## src/rtl/muldiv_pkg.sv

```systemverilog
// Shared types and constants for the MULT/DIV sequencer and its helpers.
package muldiv_pkg;

  // Sequencer states
  typedef enum logic [2:0] {
    ST_IDLE  = 3'd0,
    ST_START = 3'd1,
    ST_WAIT  = 3'd2,
    ST_WRITE = 3'd3,
    ST_ERR   = 3'd4
  } muldiv_state_t;

  // Operation select encoding on req_op
  localparam logic OP_MULT = 1'b0;
  localparam logic OP_DIV  = 1'b1;

  // Default bound on the number of WAIT cycles
  localparam int unsigned MULDIV_TIMEOUT_DEFAULT = 64;

  // A DIV with a zero divisor never reaches the engine
  function automatic logic is_div_by_zero(input logic op, input logic divisor_zero);
    return (op == OP_DIV) && divisor_zero;
  endfunction

endpackage

```

## src/rtl/muldiv_wait_cnt.sv

```systemverilog
// Saturating wait counter: cleared on clr, counts on en, holds at TIMEOUT-1.
module muldiv_wait_cnt
  import muldiv_pkg::*;
#(
  parameter int unsigned TIMEOUT = MULDIV_TIMEOUT_DEFAULT,
  parameter int unsigned CNT_W   = $clog2(TIMEOUT)
) (
  input  logic             clk,
  input  logic             reset,
  input  logic             clr,
  input  logic             en,
  output logic [CNT_W-1:0] count,
  output logic             expired
);

  localparam logic [CNT_W-1:0] LAST = CNT_W'(TIMEOUT - 1);

  logic [CNT_W-1:0] count_q, count_d;

  // Next count: clear wins, otherwise increment until the last value
  always_comb begin
    count_d = count_q;
    if (clr) begin
      count_d = '0;
    end else if (en && (count_q != LAST)) begin
      count_d = count_q + CNT_W'(1);
    end
  end

  // Count register with synchronous active-low reset
  always_ff @(posedge clk) begin
    if (!reset) begin
      count_q <= '0;
    end else begin
      count_q <= count_d;
    end
  end

  assign count   = count_q;
  assign expired = (count_q == LAST);

endmodule

```

## src/rtl/muldiv_sequencer.sv

```systemverilog
// Owns the shared multiplier/divider pair and the HI/LO write path: accepts
// one MULT/DIV request, starts the selected engine, waits (bounded) for its
// result and commits HI/LO in a single cycle.
module muldiv_sequencer
  import muldiv_pkg::*;
#(
  parameter int unsigned WIDTH   = 32,
  parameter int unsigned TIMEOUT = MULDIV_TIMEOUT_DEFAULT,
  parameter int unsigned CNT_W   = $clog2(TIMEOUT)
) (
  input  logic             clk,
  input  logic             reset,
  input  logic             req_valid,
  output logic             req_ready,
  input  logic             req_op,
  input  logic [WIDTH-1:0] req_a,
  input  logic [WIDTH-1:0] req_b,
  output logic [WIDTH-1:0] eng_a,
  output logic [WIDTH-1:0] eng_b,
  output logic             mult_start,
  output logic             div_start,
  input  logic             mult_ready,
  input  logic             div_ready,
  input  logic [WIDTH-1:0] mult_hi,
  input  logic [WIDTH-1:0] mult_lo,
  input  logic [WIDTH-1:0] div_hi,
  input  logic [WIDTH-1:0] div_lo,
  output logic             hi_wr,
  output logic             lo_wr,
  output logic [WIDTH-1:0] hi_data,
  output logic [WIDTH-1:0] lo_data,
  output logic             done,
  output logic             div_zero,
  output logic             timeout,
  output logic             busy
);

  muldiv_state_t state_q, state_d;

  logic             op_q, op_d;
  logic [WIDTH-1:0] a_q, a_d;
  logic [WIDTH-1:0] b_q, b_d;
  logic [WIDTH-1:0] hi_q, hi_d;
  logic [WIDTH-1:0] lo_q, lo_d;

  // Pulse outputs are flops loaded from the next-state decode, so they are
  // glitch-free and forced low by the same reset that sends state to IDLE.
  logic mult_start_q, mult_start_d;
  logic div_start_q,  div_start_d;
  logic write_q,      write_d;
  logic div_zero_q,   div_zero_d;
  logic timeout_q,    timeout_d;

  logic             cnt_clr;
  logic             cnt_en;
  logic             cnt_expired;
  logic [CNT_W-1:0] cnt_count;
  logic             sel_ready;
  logic             unused_cnt;

  muldiv_wait_cnt #(
    .TIMEOUT (TIMEOUT),
    .CNT_W   (CNT_W)
  ) u_wait_cnt (
    .clk     (clk),
    .reset   (reset),
    .clr     (cnt_clr),
    .en      (cnt_en),
    .count   (cnt_count),
    .expired (cnt_expired)
  );

  // Only the expiry flag steers the FSM; the raw count is for observation
  assign unused_cnt = ^cnt_count;

  // Only the engine selected by the latched op may complete the operation
  assign sel_ready = (op_q == OP_DIV) ? div_ready : mult_ready;

  // Next-state, datapath capture and pulse decode
  always_comb begin
    state_d      = state_q;
    op_d         = op_q;
    a_d          = a_q;
    b_d          = b_q;
    hi_d         = hi_q;
    lo_d         = lo_q;
    cnt_clr      = 1'b0;
    cnt_en       = 1'b0;
    mult_start_d = 1'b0;
    div_start_d  = 1'b0;
    write_d      = 1'b0;
    div_zero_d   = 1'b0;
    timeout_d    = 1'b0;

    unique case (state_q)
      ST_IDLE: begin
        if (req_valid) begin
          op_d = req_op;
          a_d  = req_a;
          b_d  = req_b;
          if (is_div_by_zero(req_op, req_b == '0)) begin
            state_d    = ST_ERR;
            div_zero_d = 1'b1;
          end else begin
            state_d = ST_START;
            if (req_op == OP_DIV) begin
              div_start_d = 1'b1;
            end else begin
              mult_start_d = 1'b1;
            end
          end
        end
      end
      ST_START: begin
        cnt_clr = 1'b1;
        state_d = ST_WAIT;
      end
      ST_WAIT: begin
        cnt_en = 1'b1;
        if (sel_ready) begin
          if (op_q == OP_DIV) begin
            hi_d = div_hi;
            lo_d = div_lo;
          end else begin
            hi_d = mult_hi;
            lo_d = mult_lo;
          end
          state_d = ST_WRITE;
          write_d = 1'b1;
        end else if (cnt_expired) begin
          state_d   = ST_IDLE;
          timeout_d = 1'b1;
        end
      end
      ST_WRITE: begin
        state_d = ST_IDLE;
      end
      ST_ERR: begin
        state_d = ST_IDLE;
      end
      default: begin
        state_d = ST_IDLE;
      end
    endcase
  end

  // State, operand/result latches and registered pulses
  always_ff @(posedge clk) begin
    if (!reset) begin
      state_q      <= ST_IDLE;
      op_q         <= OP_MULT;
      a_q          <= '0;
      b_q          <= '0;
      hi_q         <= '0;
      lo_q         <= '0;
      mult_start_q <= 1'b0;
      div_start_q  <= 1'b0;
      write_q      <= 1'b0;
      div_zero_q   <= 1'b0;
      timeout_q    <= 1'b0;
    end else begin
      state_q      <= state_d;
      op_q         <= op_d;
      a_q          <= a_d;
      b_q          <= b_d;
      hi_q         <= hi_d;
      lo_q         <= lo_d;
      mult_start_q <= mult_start_d;
      div_start_q  <= div_start_d;
      write_q      <= write_d;
      div_zero_q   <= div_zero_d;
      timeout_q    <= timeout_d;
    end
  end

  assign req_ready  = (state_q == ST_IDLE);
  assign busy       = (state_q != ST_IDLE);
  assign eng_a      = a_q;
  assign eng_b      = b_q;
  assign mult_start = mult_start_q;
  assign div_start  = div_start_q;
  assign hi_wr      = write_q;
  assign lo_wr      = write_q;
  assign done       = write_q;
  assign hi_data    = hi_q;
  assign lo_data    = lo_q;
  assign div_zero   = div_zero_q;
  assign timeout    = timeout_q;

endmodule

```

## config.mk

```make
export PLATFORM = sky130hd
export DESIGN_NAME = muldiv_sequencer
export DESIGN_NICKNAME = d
export VERILOG_FILES = /design/src/rtl/muldiv_pkg.sv /design/src/rtl/muldiv_wait_cnt.sv /design/src/rtl/muldiv_sequencer.sv
export SDC_FILE = /design/constraint.sdc
export NUM_CORES = 1
export LEC_CHECK = 0
export ABC_AREA = 1
export ABC_CLOCK_PERIOD_IN_PS = 1300
export CAP_MARGIN = 0
export CORE_MARGIN = 2
export CORE_UTILIZATION = 34
export DETAILED_ROUTE_END_ITERATION = 7
export PLACE_DENSITY = 0.86
export SYNTH_ARGS = -nofsm -noshare
export SYNTH_HDL_FRONTEND = slang
export SYNTH_SLANG_ARGS = --single-unit
```

## constraint.sdc

```tcl
create_clock -name clk -period 1.3 [get_ports clk]
set_input_delay 0.26 -clock clk [delete_from_list [all_inputs] [get_ports clk]]
set_output_delay 0.26 -clock clk [all_outputs]
set_load 0.01 [all_outputs]
```

# == Word-level counts from Yosys, hierarchy flattened ==
# Cells that the tools add are included.
# totals
elab_cells,51
out_inout_bits,137
regBits,143
# classes
n_bitwise,4
reduce_logical,13
add_sub_neg,1
mux,15
eq_ne,6
# ops
cell,n
two-way mux 32 bit,2
zero test 32 bit,1
two-way mux 3 bit,4
case mux 3 bit (3 select lines),1
two-way mux 1 bit,8
AND reduction 2 bit,4
adder 6 x 1 -> 6 bit (second input constant),1
equality test 6 bit (second input constant),1
inequality test 6 bit (second input constant),1
inverter 1 bit,4
OR reduction 4 bit,1
equality test 3 x 1 -> 1 bit (second input constant),1
equality test 3 x 2 -> 1 bit (second input constant),1
zero test 3 bit,1
inequality test 3 bit (second input constant),1
AND reduction 3 bit,1
nonzero test 3 bit,1
OR reduction 3 bit,1
logical AND 1 bit,2
inequality test 2 bit (second input constant),1
OR reduction 2 bit,1

# == Depth between registers and ports, before layout ==
# depth
ltp_word,5
depth_mapped,10
ltp_nobuf,10

# == By module ==
# Synthesis repeated with hierarchy kept, for this count alone.
# unflattened
hier_cells,766
area_unflattened_um2,5749.3
# modules_own_cells
mod,area_per_inst_um2,seq_area_each_um2,cells_per_inst,n_inst
muldiv_sequencer,5381.4,2742.6,714,1
muldiv_wait_cnt,367.9,120.1,52,1

# == Worst setup path after synthesis ==
# Ideal clock, no wire load.
# synth_timing
kind,register -> register
startpoint,register u_wait_cnt.count_q[0] (netlist: u_wait_cnt.count[0])
endpoint,register u_wait_cnt.count_q[3] (netlist: u_wait_cnt.count[3])
path_stages_with_launch,8
arrival_ns,1.271
slack_ns,-0.041
required_time_ns,1.230
cell_sequence,dfxtp_1 -> ha_1 -> nand3_1 -> nor3_1 -> nor2_2 -> nand2_1 -> or2_0 -> a21oi_1
# synth_between
elab_chain_len,2
elab_cells_between_ends,3
cone_classes,add/sub: 1; eq/ne: 1; reduce/logical: 1
# synth_rtl
element,line_no,text
start: declaration,muldiv_wait_cnt.sv:18,"logic [CNT_W-1:0] count_q, count_d;"
start signal: assignment,muldiv_wait_cnt.sv:35,count_q <= count_d;
"parallel branches: the longest is 2 deep, another holds adder 6 x 1 -> 6 bit",--,
# Several ways; the timed one is not identified.
# A chain may end at the register's enable or synchronous reset.

# == Worst setup path after layout ==
# layout_timing
startpoint,register op_q
endpoint,register lo_q[1] (netlist: lo_data[1])
# layout_between
elab_chain_len,2
elab_cells_between_ends,3
cone_classes,mux: 2; reduce/logical: 1
# layout_rtl
element,line_no,text
start: declaration,muldiv_sequencer.sv:40,"logic op_q, op_d;"
start signal: assignment,muldiv_sequencer.sv:163,op_q <= op_d;
two-way mux 1 bit,muldiv_sequencer.sv:77,assign sel_ready = (op_q == OP_DIV) ? div_ready : mult_ready;
AND reduction 2 bit (no line),--,
end signal: assignment,muldiv_sequencer.sv:167,lo_q <= lo_d;
end: declaration,muldiv_sequencer.sv:44,"logic [WIDTH-1:0] lo_q, lo_d;"
# Several ways; a longest one is shown, not always the timed one.

==> metrics.cfg <==
[route]
avgRoutedWirePerCell_um=19.4
first_pass_iters=5
viasPerCell=5.20
drc=0
dr_total_vias=7146
postRouteWirelength_um=26600
ant_nets=0
first_iter_violations=451

[clock_tree]
clock_sinks=143
clk_path_buf_depth=2
clkTransAtPathRegs_ns=0.06
cts_hold_buf=0
cts_tree=yes
clk_latency_ns=0.41
root_buffer=clkbuf_16
cts_made_buffers=17
cts_max_level=4

[grt]
busiest_layer=met2
met2_usage=0.420
grt_first_pass_wirelength_um=33500
met3_usage=0.0830
grt_max_degree=62
grt_util_all_layers=0.240
antenna_found_initial=2
grt_pass1_vias=6536
gr-total-overflow=0
met1_usage=0.264

[yosys]
ys_ff_latch=143
synthesis.area_sq_um=5690
syn-num-nets=951
yosys_warnings=0
yosysSeqAreaShare=0.503
syn_area_per_cell_sq_um=7.57
synth_cell_types=26
synthCells=752

[floorplanning]
die_y_um=133
die-area_sq_um=17800
core_sq_um=16500
fp-row-count=47
start_util=0.346
io_pins=335
die_w_um=133

[timing]
fin_crit_ns=1.56
finalCritPeriodShare=1.20
finalClockSkew_ns=0.00857
setup_viol=139
fin_hold_ws_ns=0.269
relSlewSlack=0.707
hold_viol_final=0
slew_violations=0
tns_ns=-20.19
rsz0062_at_grt=yes
tightest_slew_ns=0.440
fmax_mhz=639
setup_ws_ns=-0.264

[cells_and_area]
drive_above_1_share=0.406
nets=1338
final_util=0.696
final_cells=1374
nFillCells=1123
area_growth_pct=101

[status]
violations=negative setup slack
status=finished, violations left

[placed_design]
port_buffers=334
placed_cells=1299
place_congestion=0.829
post-dp-hpwl_um=15100

[worst_setup_path]
arrival_ns=1.85
worst_setup_path_start_kind=flip-flop
critPathCaptureType=flip-flop
critical_path_required_ns=1.59
path_max_fanout=9
critPathKind=flip-flop to flip-flop

[pwr]
ir_drop_mv=0.849
p_leak_nw=4.83
intPower_w=0.0111
p_seq_frac=0.329
power_switching_w=0.00556
switching_share=0.334
powerDensity_nw_per_um2=1450
p_clk_frac=0.302
comb_power_share=0.369

[min_path]
hp-class=input pin to flip-flop

[flow_run]
maxCapViolCount=0

## routing by layer
layer | part of all wire | vias to the layer above
met3 | 0.089 | 77
met4 | 0.043 | 0
li1 | - | 3299
met2 | 0.51 | 401
met5 | 0 | -
met1 | 0.35 | 3369
## per-stage QoR
stage	power [W]	cell area (sq um)	worst slack, ns
floorplan	0.00724	5700	0.00567
global placement	0.00961	9510	-0.413
detailed placement	0.00969	9510	-0.434
CTS	0.0151	10400	-0.231
global route	0.0173	11500	-0.346
finish	0.0167	11500	-0.264
## worst max-delay path, cell delays in order (launching register included)
cell and delay (ns):
dfxtp_2 0.36, inv_2 0.05, or2_1 0.21, o21ai_2 0.09, nor2_4 0.08, buf_4 0.15, clkbuf_16 0.16, buf_8 0.14
o21ai_2 0.12, a31oi_1 0.07
## placed cells by master (no fill, tap or decap), types with 11 or more instances in the layout
master           instances
a21oi_2                 62
a31oi_1                 63
buf_12                  17
buf_4                   34
buf_6                   15
buf_8                   11
clkbuf_16               28
clkbuf_2               101
clkdlybuf4s15_1         20
clkdlybuf4s50_1        196
dfxtp_1                116
dfxtp_2                 27
inv_1                   17
nand2_1                194
nand2_2                 13
nand2_4                 56
nor2_1                  23
o21ai_1                 26
o21ai_2                 49
## cell usage after synthesis, drive strengths merged
library cell / n / area share
nand2: 264 / 0.17
dfxtp: 143 / 0.50
o21ai: 77 / 0.068
a21oi: 71 / 0.062
a31oi: 65 / 0.071
clkbuf: 30 / 0.020
nor2: 29 / 0.023
buf: 28 / 0.039
inv: 23 / 0.015
nand3: 8 / 0.0070
nor3: 3 / 0.0026
nand3b: 2 / 0.0026
nand4: 2 / 0.0022
nor4: 2 / 0.0022
or2: 2 / 0.0022
clkinv: 1 / 0.00066
ha: 1 / 0.0022
xor2: 1 / 0.0015
## kinds of logic after synthesis
kind of cell             Yosys count  synth area share
flip-flops                       143             0.503
adder cells (fa/ha/maj)            1           0.00220
AND/OR/NAND/NOR                  312             0.216
XOR/XNOR                           1           0.00154
buffers and inverters             82            0.0748
AO/OA/AOI/OAI                    213             0.202
## power groups by stage
stage,registers [W],logic (W),clock network (W)
finish,0.00549,0.00615,0.00503
CTS,0.00527,0.00473,0.00506
global placement,0.00535,0.00426,0
floorplan,0.00558,0.00166,0
global route,0.00554,0.00649,0.00527
detailed placement,0.00536,0.00433,0
## layout make-up
type / count / area [sq um] / area share
Timing Repair Buffer: 425 / 4140 / 0.361
Multi-Input combinational cell: 527 / 3420 / 0.298
Sequential cell: 143 / 2900 / 0.253
Clock buffer: 20 / 437 / 0.0381
Tap cell: 220 / 275 / 0.0240
Clock inverter: 12 / 160 / 0.0140
Inverter: 24 / 118 / 0.0103
Timing Repair inverter: 1 / 16.3 / 0.00142
Antenna cell: 2 / 5.00 / 0.000437
## registers in the layout, summed over array words and instances, names as in the netlist
| name | cells |
|---|---|
| div_start | 1 |
| op_q | 1 |
| eng_a | 32 |
| hi_data | 32 |
| state_q | 3 |
| done | 1 |
| mult_start | 1 |
| lo_data | 32 |
| eng_b | 32 |
| u_wait_cnt.count | 6 |
| timeout | 1 |
| div_zero | 1 |
## path summary, 6_finish.rpt
check,cells after the start,slack [ns],endpoint,start
worst max-delay path,9,-0.26,lo_data[1]$_SDFFE_PN0P_,op_q$_SDFFE_PN0P_
worst min-delay path,3,0.27,eng_b[31]$_SDFFE_PN0P_,reset
worst max register to register,9,-0.26,lo_data[1]$_SDFFE_PN0P_,op_q$_SDFFE_PN0P_
worst min register to register,2,0.47,eng_a[0]$_SDFFE_PN0P_,eng_a[0]$_SDFFE_PN0P_
## repair_timing
action / 4_1_cts / 5_1_grt
setup buffers: 9 / 19
pin swaps: 3 / 69
resized for setup: 239 / 530
setup endpoints to repair: 272 / 268
cloned: 7 / 12
Power figures use the tool's default switching activity.
==> RTL change (same settings) <==
`hi_q` no longer has a reset.
--- a/src/rtl/muldiv_sequencer.sv
+++ b/src/rtl/muldiv_sequencer.sv
@@ -151,7 +151,6 @@
       op_q         <= OP_MULT;
       a_q          <= '0;
       b_q          <= '0;
-      hi_q         <= '0;
       lo_q         <= '0;
       mult_start_q <= 1'b0;
       div_start_q  <= 1'b0;
@@ -163,7 +162,6 @@
       op_q         <= op_d;
       a_q          <= a_d;
       b_q          <= b_d;
-      hi_q         <= hi_d;
       lo_q         <= lo_d;
       mult_start_q <= mult_start_d;
       div_start_q  <= div_start_d;
@@ -171,6 +169,10 @@
       div_zero_q   <= div_zero_d;
       timeout_q    <= timeout_d;
     end
+  end
+
+  always_ff @(posedge clk) begin
+    hi_q <= hi_d;
   end
 
   assign req_ready  = (state_q == ST_IDLE);
Formal check against the unedited RTL: differs if reset is asserted again (counterexample within 4 cycles, from zero or initial values and one cycle with reset low); with reset held inactive, the same outputs for 4 cycles.
==> RTL change against the original RTL <==
The flow still finishes with violations (setup timing); cell area is 6.0% lower; cell count fell by 4.4%; wire length shrank 17%; core utilization shrank 4.2 points; sequential cell count did not move; first-iteration DRC count decreased by 43%; non-clock buffer count shrank 24; setup slack better by 0.12 ns; area after synthesis increased by 0.22%; total power fell by 10%; critical path depth is 1 lower; highest routed layer unchanged.
==> RTL change: results (changes against the original RTL) <==
leading cell type in the layout, fill and taps excluded=nand2_1; adder-cell area share of the yosys netlist=0.219% (-0.00048 points); total power draw=15.0 mW (-10%); WL met1=8270 um (-12%); Post-DP HPWL=14,200 um (-6.0%); largest delay contributor family on the critical path=buffers and inverters; Synth Net Count=908 (-4.5%); CTS clk-pin slew, worst paths=0.07 ns; antenna violations before repair=0 (-2); GR Util met3=7.27% (-1.0 points); Routed WL=22,100 um (-17%); Antenna Cells=0 (-2); status=complete, but fails checks; ratio of cells with drive above 1 in the final layout=25.0% (-16 points); count of flip-flops with a built-in enable after synthesis=32 (+32); Cell variety after synth=27 (+3.8%); failing checks=setup timing; largest net degree at the start of global routing=65 (+4.8%); CTS resizes=359 (+50%); reg-to-reg endpoint=lo_data[4]; Setup WS post-layout=-0.142 ns (+0.122 ns); worst setup path end=lo_data[4]; via count=6,353 (-11%); static leakage=4.41 nW (-8.8%); vias in the first global route=6,301 (-3.6%); Final setup viols=80 (-42%); GR Layer Usage met1=25.6% (-0.89 points); IR drop worst, VDD=816 uV (-3.8%); GRT Overall Usage=22.8% (-1.2 points); met2 global-route usage=40.2% (-1.8 points); first-pass GRT wire length=32,000 um (-4.4%); setup bufs post-CTS=13 (+4); # placed instances=1,255 (-3.4%); cells after synthesis=709 (-5.7%); dpl ws=-0.361 ns (+0.0738 ns); setup TNS=-5.64 ns (+14.55 ns); worst-case reg-to-reg path depth=8 (-1); clock skew=0.0115 ns (+0.00293 ns); Int Power=10.2 mW (-7.7%); top cells by area, synth=dfxtp_1, nand2_1, edfxtp_1; XOR/XNOR share of the synthesized area=0.154% (-0.00034 points); Crit Path Max Fanout=8 (-1); compound-gate portion of the synthesized area=13.8% (-6.5 points); vias per inst=4.83 (-7.0%); relative slew slack=74.0% (+3.3 points); met2 WL=11,400 um (-17%); worst path required time=1.65 ns (+0.06 ns); fillers=1,258 (+12%); top cells by count, synth=nand2_1, dfxtp_1, a21oi_1; CTS Buf Count=17 (unchanged); sequential share of the synthesized area=55.8% (+5.5 points); post-placement cell area=9460 sq um (-0.60%); GPL Wtd Cong=0.835 (+0.66%); met3 routed WL=1850 um (-22%); initial drt markers=255 (-43%); Clock Power Share=31.9% (+1.7 points); Comb power frac=31.9% (-5.0 points)
-- RTL change: worst min path at each step --
stage | to | slack [ns] | cells past startpoint
5_1_grt | timeout | 0.24 | 3
2_1_floorplan | mult_start | 0.33 | 1
3_5_place_dp | eng_a[10] | 0.45 | 2
6_report | timeout | 0.23 | 3
4_1_cts | timeout | 0.21 | 3
3_3_place_gp | eng_a[30] | 0.45 | 2
-- RTL change: worst reg2reg max path, cell delays in order, from the launching register on --
cell and delay (ns):
dfxtp_2 0.35, inv_2 0.05, or2_1 0.21, o21ai_2 0.10, nor2_4 0.07, buf_12 0.16, buf_12 0.15, clkbuf_16 0.17
a31oi_4 0.13
-- RTL change: area by class of cell --
type	count	area (sq um)	area share, %
inverters	22	95.1	0.883
well taps	220	275	2.56
repair buffers	401	3990	37.0
clock buffers	17	425	3.95
multi-input cells	496	2640	24.5
flip-flops and latches	143	3200	29.8
clock inverters	15	148	1.37
